## src/rtl/soc_boot_pkg.sv

```systemverilog
// Shared types and helpers for the boot sequencer.
package soc_boot_pkg;

    localparam int BOOT_STATE_W = 3;

    typedef enum logic [BOOT_STATE_W-1:0] {
        HOLD,
        LOAD,
        RELEASE,
        RUN,
        HALT
    } boot_state_t;

    // Bits needed to hold n-1 for a counter that counts n cycles.
    function automatic int cnt_width(input int n);
        return (n < 2) ? 1 : $clog2(n);
    endfunction

endpackage

```

## src/rtl/boot_cycle_counter.sv

```systemverilog
// Loadable down-counter with zero flag; resets to and re-loads LOAD_VAL, saturates at zero.
module boot_cycle_counter #(
    parameter int               WIDTH    = 4,
    parameter logic [WIDTH-1:0] LOAD_VAL = '0
) (
    input  logic Clk_Core,
    input  logic Rst_Core_N,
    input  logic load,
    input  logic dec,
    output logic zero
);

    logic [WIDTH-1:0] count;

    always_ff @(posedge Clk_Core) begin
        if (!Rst_Core_N) begin
            count <= LOAD_VAL;
        end else if (load) begin
            count <= LOAD_VAL;
        end else if (dec && (count != '0)) begin
            count <= count - WIDTH'(1);
        end
    end

    assign zero = (count == '0);

endmodule

```

## src/rtl/soc_boot_ctrl.sv

```systemverilog
// Boot sequencer: holds the core in reset, streams NUM_WORDS words into instruction memory, then releases it.
// Optional run-cycle limit with sticky Halt is enabled by defining BOOT_RUN_LIMIT_EN.
//
//   state   | meaning
//   HOLD    | core reset asserted, hold counter running down
//   LOAD    | accepting source words, writing instruction memory
//   RELEASE | one cycle for the final write to land, core still in reset
//   RUN     | core released, Boot_Done high
//   HALT    | run limit reached, core back in reset, Halt high
module soc_boot_ctrl
    import soc_boot_pkg::*;
#(
    parameter int DATA_WIDTH      = 32,
    parameter int ADDR_WIDTH      = 8,
    parameter int NUM_WORDS       = 8,
    parameter int BASE_ADDR       = 0,
    parameter int RST_HOLD_CYCLES = 10,
    parameter int RUN_CYCLES      = 10
) (
    input  logic                  Clk_Core,
    input  logic                  Rst_Core_N,
    input  logic                  Src_Valid,
    input  logic [DATA_WIDTH-1:0] Src_Data,
    output logic                  Src_Ready,
    input  logic                  Reload,
    output logic                  Imem_We,
    output logic [ADDR_WIDTH-1:0] Imem_Addr,
    output logic [DATA_WIDTH-1:0] Imem_Wdata,
    output logic                  Core_Rst_N,
    output logic                  Boot_Done,
    output logic                  Halt
);

    localparam int                    WCNT_W    = ADDR_WIDTH + 1;
    localparam int                    HOLD_W    = cnt_width(RST_HOLD_CYCLES);
    localparam logic [HOLD_W-1:0]     HOLD_LOAD = HOLD_W'(RST_HOLD_CYCLES - 1);
    localparam logic [WCNT_W-1:0]     NUM_W     = WCNT_W'(NUM_WORDS);
    localparam logic [ADDR_WIDTH-1:0] BASE      = ADDR_WIDTH'(BASE_ADDR);

    if (RST_HOLD_CYCLES < 1 || RUN_CYCLES < 1 || NUM_WORDS < 0 || NUM_WORDS > (2 ** ADDR_WIDTH)) begin : g_param_check
        $error("soc_boot_ctrl: parameter out of range");
    end

    boot_state_t           state, state_nxt;
    logic [WCNT_W-1:0]     word_cnt, word_cnt_nxt, word_cnt_inc;
    logic                  src_ready_q, imem_we_q, core_rst_n_q, boot_done_q;
    logic [ADDR_WIDTH-1:0] imem_addr_q;
    logic [DATA_WIDTH-1:0] imem_wdata_q;
    logic                  handshake, rearm, hold_zero;

    assign handshake    = Src_Valid & src_ready_q;
    assign rearm        = Reload && ((state == RUN) || (state == HALT));
    assign word_cnt_inc = word_cnt + WCNT_W'(1);

    boot_cycle_counter #(.WIDTH(HOLD_W), .LOAD_VAL(HOLD_LOAD)) u_hold_cnt (
        .Clk_Core  (Clk_Core),
        .Rst_Core_N(Rst_Core_N),
        .load      (rearm),
        .dec       (state == HOLD),
        .zero      (hold_zero)
    );

`ifdef BOOT_RUN_LIMIT_EN
    localparam int                RUN_W    = cnt_width(RUN_CYCLES);
    localparam logic [RUN_W-1:0]  RUN_LOAD = RUN_W'(RUN_CYCLES - 1);

    logic run_zero;
    logic halt_q;

    // Every RUN entry comes through RELEASE, so loading there arms the limit on entry.
    boot_cycle_counter #(.WIDTH(RUN_W), .LOAD_VAL(RUN_LOAD)) u_run_cnt (
        .Clk_Core  (Clk_Core),
        .Rst_Core_N(Rst_Core_N),
        .load      (state == RELEASE),
        .dec       (state == RUN),
        .zero      (run_zero)
    );

    assign Halt = halt_q;
`else
    assign Halt = 1'b0;
`endif

    always_comb begin
        state_nxt    = state;
        word_cnt_nxt = word_cnt;
        case (state)
            HOLD: begin
                if (hold_zero) begin
                    state_nxt = (NUM_WORDS == 0) ? RELEASE : LOAD;
                end
            end
            LOAD: begin
                if (handshake) begin
                    word_cnt_nxt = word_cnt_inc;
                    if (word_cnt_inc == NUM_W) begin
                        state_nxt = RELEASE;
                    end
                end
            end
            RELEASE: state_nxt = RUN;
            RUN: begin
                if (rearm) begin
                    state_nxt = HOLD;
`ifdef BOOT_RUN_LIMIT_EN
                end else if (run_zero) begin
                    state_nxt = HALT;
`endif
                end
            end
            HALT: begin
                if (rearm) begin
                    state_nxt = HOLD;
                end
            end
            default: state_nxt = HOLD;
        endcase
        if (rearm) begin
            word_cnt_nxt = '0;
        end
    end

    // Outputs are registered from the next state so they line up with the state register.
    always_ff @(posedge Clk_Core) begin
        if (!Rst_Core_N) begin
            state        <= HOLD;
            word_cnt     <= '0;
            src_ready_q  <= 1'b0;
            imem_we_q    <= 1'b0;
            imem_addr_q  <= '0;
            imem_wdata_q <= '0;
            core_rst_n_q <= 1'b0;
            boot_done_q  <= 1'b0;
`ifdef BOOT_RUN_LIMIT_EN
            halt_q       <= 1'b0;
`endif
        end else begin
            state        <= state_nxt;
            word_cnt     <= word_cnt_nxt;
            src_ready_q  <= (state_nxt == LOAD);
            imem_we_q    <= handshake;
            if (handshake) begin
                imem_addr_q  <= BASE + word_cnt[ADDR_WIDTH-1:0];
                imem_wdata_q <= Src_Data;
            end
            core_rst_n_q <= (state_nxt == RUN);
            boot_done_q  <= (state_nxt == RUN);
`ifdef BOOT_RUN_LIMIT_EN
            halt_q       <= (state_nxt == HALT);
`endif
        end
    end

    assign Src_Ready  = src_ready_q;
    assign Imem_We    = imem_we_q;
    assign Imem_Addr  = imem_addr_q;
    assign Imem_Wdata = imem_wdata_q;
    assign Core_Rst_N = core_rst_n_q;
    assign Boot_Done  = boot_done_q;

endmodule

```

## config.mk

```make
export PLATFORM = sky130hd
export DESIGN_NAME = soc_boot_ctrl
export DESIGN_NICKNAME = d
export VERILOG_FILES = /design/src/rtl/soc_boot_pkg.sv /design/src/rtl/boot_cycle_counter.sv /design/src/rtl/soc_boot_ctrl.sv
export SDC_FILE = /design/constraint.sdc
export NUM_CORES = 1
export LEC_CHECK = 0
export CORE_MARGIN = 2
export CORE_UTILIZATION = 49
export CTS_CLUSTER_DIAMETER = 150
export DETAILED_ROUTE_END_ITERATION = 8
export PLACE_DENSITY = 0.91
export SETUP_SLACK_MARGIN = 0.05
export SYNTH_ARGS = -nofsm -noshare
export SYNTH_HDL_FRONTEND = slang
export SYNTH_SLANG_ARGS = --single-unit
```

## constraint.sdc

```tcl
create_clock -name Clk_Core -period 3.7 [get_ports Clk_Core]
set_clock_uncertainty 0.05 [all_clocks]
set_input_delay 0.555 -clock Clk_Core [delete_from_list [all_inputs] [get_ports Clk_Core]]
set_output_delay 0.555 -clock Clk_Core [all_outputs]
set_load 0.01 [all_outputs]
```

==> summary.txt <==
Power and ir drop
  • Leak: between 1 and 1.5 nW
  • Int Power: around 0.0011 W
  • Max rail drop VDD: 276.0 µV
  • Combinational Power Share: approximately 15%
  • Sw Ratio: 25.21%
  • Pwr Total: roughly 0.0014 W
  • Switching pwr: ~0.00036 W
  • Clock power share: between 30% and 40%
  • Seq pwr share: around 49%
  • Pwr dens: roughly 420 nW/µm²

Status
  • Status: finished clean

Die
  • Core Box Area: 4786 µm²
  • Die area: 5622 µm²
  • # IOs: between 80 and 90
  • Die Width: 74.98 µm
  • Initial Util: around 52%
  • Die Y-Extent: ~75 µm
  • Num rows: 25

Global route
  • First-pass GRT wire length: between 8 and 9 mm
  • Total track usage: between 20% and 30%
  • Vias in the first global route: a little over 2000
  • Initial antenna violation count: 0
  • Overflow after GRT: 0
  • Largest net degree at the start of global routing: between 40 and 50

STA
  • Hold Slack: between 0.4 and 0.5 ns
  • Max Slew Vio Count: 0
  • Max Clk Rate: between 0.4 and 0.5 GHz
  • Setup violators final: 0
  • Slew @ Worst Pin: ~0.54 ns
  • Tmin final: ~2.1 ns
  • Relative slew slack: 64.10%
  • RSZ-0062 raised after global routing: false
  • Period utilization: a little under three fifths
  • Hold Vio Cnt, Final: 0
  • Setup TNS: 0 ns

Worst setup path
  • Startpoint types: primary input
  • CP endpoint kind: flip-flop
  • Crit path required time: approximately 3.9 ns
  • CP Data Arrival Time: between 2 and 2.5 ns
  • Crit-path max FO: 30
  • WS Path Type: primary input to flip-flop
  • Slowest cell on the critical path: clkdlybuf4s50_1
  • Critical-path cell list: clkdlybuf4s50_1, nand2_1, buf_4, nor3_1, xnor2_1, nor2_1
  • Crit path largest cell delay: 0.52 ns
  • Cell family with most CP delay: buffers and inverters
  • Worst reg2reg setup slack: ~1.9 ns
  • WP buf/inv: 2

Layout
  • Fill cells: between 300 and 400
  • Layout cells sized above 1: under 10%
  • Layout Nets: about 400
  • Highest-count cells in the layout ignoring fill and taps: nand2_1, clkdlybuf4s50_1, dfxtp_1
  • Area delta synth->final: 38.93%
  • Commonest non-fill, non-tap cell in the layout: nand2_1
  • Antenna diodes: 0

Worst hold path
  • HP Class: flip-flop to flip-flop

Logic synthesis
  • Syn_area_per_cell: approximately 8.5 µm²
  • Post-synth top flop: dfxtp_1
  • Synth unique cells: 39
  • Largest family of logic cells by synthesized area: simple AND/OR/NAND/NOR gates
  • Asr flop ratio synth: 0%
  • Synth top area cells: dfxtp_1, nand2_1, a21boi_0, xnor2_1, clkbuf_1
  • Post-synth EDFFs: 0
  • Mux share of post-synthesis cell area: less than 1%
  • Simple-gate share of the synthesized area: between 20% and 30%
  • Sequential share of the synthesized area: a little under half
  • FF+latch count, synth: 59
  • Post-synthesis compound-gate area fraction: between 10% and 20%
  • Synth area leader: dfxtp_1
  • Post-synth top area share: between 40% and 50%
  • Post-Synth XOR/XNOR Area: under 10%
  • Post-Synth Adder-Cell Area: between 1.5 and 2%
  • Syn Inst Count: a little under 300
  • Net Count, Synth: 330
  • Synth warn: 0
  • Post-Syn Area: about 2500 µm²

Placed design
  • Final HPWL DP: 3.969 mm
  • GPL Wtd Cong: roughly 0.9
  • Port Buffer Count: 79

Detailed routing
  • DR vias/cell: between 5 and 6
  • Via count: 2174
  • DRC Markers: 0
  • Pre-antenna DRT Iters: 5
  • Overall routed net length: about 5.7 mm
  • ANT nets after route: 0
  • Initial DRC count: 121
  • Drt wl/cell: between 10 and 15 µm

Clock tree
  • Clock Latency Late Sink: 0.33 ns
  • Post-CTS Hold Buffers: 0
  • CTS Root Cell: clkbuf_8
  • Clk slew on worst S/H paths: roughly 0.060 ns
  • TritonCTS clock tree: done
  • Post-cts resize count: 0
  • CTS Buffer Depth: 2
  • CTS sink count: 59
  • CTS buffer count: 9
  • Number of setup buffers added after CTS: 0
  • CTS H-Tree Depth: 3

Run
  • Max-Cap Viols: 0
## synthesized netlist by cell type, drive strengths merged (2+ instances only)
master,n
mux2i,2
and3,2
and2,3
ha,3
or3b,2
buf,7
nand2,88
nor2,15
dfxtp,59
a21oi,5
o21ai,3
clkbuf,15
nand4b,2
inv,3
nand4,2
xnor2,8
nor3,6
nand3,10
a21boi,40
nor4b,2
## cells by family after synthesis
logic type | after synthesis
other cells | 1
xor+xnor | 9
buf+inv | 25
mux | 2
compound gates | 52
flops | 59
fa+ha+maj | 3
simple gates | 140
## registers in the layout, indices dropped and copies added (netlist names)
| name | flops |
|---|---|
| Imem_We | 1 |
| u_hold_cnt.count | 4 |
| word_cnt | 9 |
| state | 3 |
| Src_Ready | 1 |
| Imem_Addr | 8 |
| Imem_Wdata | 32 |
| Boot_Done | 1 |
## cell type report
class,count,area (µm²),area share [%]
Clock buffer,14,162.7,4.743
Clock inverter,2,10.01,0.2919
Inverter,3,11.26,0.3283
Multi-Input combinational cell,207,1167,34.04
Sequential cell,59,1181,34.44
Tap cell,67,83.83,2.444
Timing Repair Buffer,82,813.3,23.71
## worst reg2reg max path: cells and delay by family, from the launching register on
kind             cells  cell delay (ns)
multiplexers         1             0.23
AND/OR/NAND/NOR      3             0.88
flip-flops           1             0.50
## power by group through the flow
stage | clock network (W) | logic, W | registers (W)
floorplan | 0 | 0.000125 | 0.000716
global placement | 0 | 0.000213 | 0.000714
detailed placement | 0 | 0.000219 | 0.000717
CTS | 0.000518 | 0.000221 | 0.000703
global route | 0.000546 | 0.000245 | 0.000707
finish | 0.000507 | 0.000218 | 0.000703
## path summary, 6_finish.rpt
path                  from            end  cells past startpoint
max              Src_Valid    word_cnt[3]                      6
min          Imem_Wdata[2]  Imem_Wdata[2]                      2
max reg2reg       state[0]    word_cnt[1]                      4
min reg2reg  Imem_Wdata[2]  Imem_Wdata[2]                      2
## through the flow
step / cells / area, µm² / util [%] / setup WS (ns)
detailed placement: 418 / 3257 / 68.05 / 1.269
finish: 434 / 3430 / 71.66 / 1.614
global placement: 418 / 3257 / 68.05 / 1.326
global route: 434 / 3430 / 71.66 / 1.529
floorplan: 291 / 2469 / - / 2.107
CTS: 434 / 3430 / 71.66 / 1.623
## per-layer routing
| layer | GRT usage, % | vias up | part of all wire (%) |
|---|---|---|---|
| met1 | 23.63 | 1004 | 42 |
| met5 | 0 | - | 0 |
| met2 | 37.33 | 58 | 50 |
| met3 | 4.685 | 10 | 5.8 |
| li1 | - | 1102 | - |
| met4 | 10.52 | 0 | 1.9 |
No activity file was read; power rests on OpenSTA's default activity.
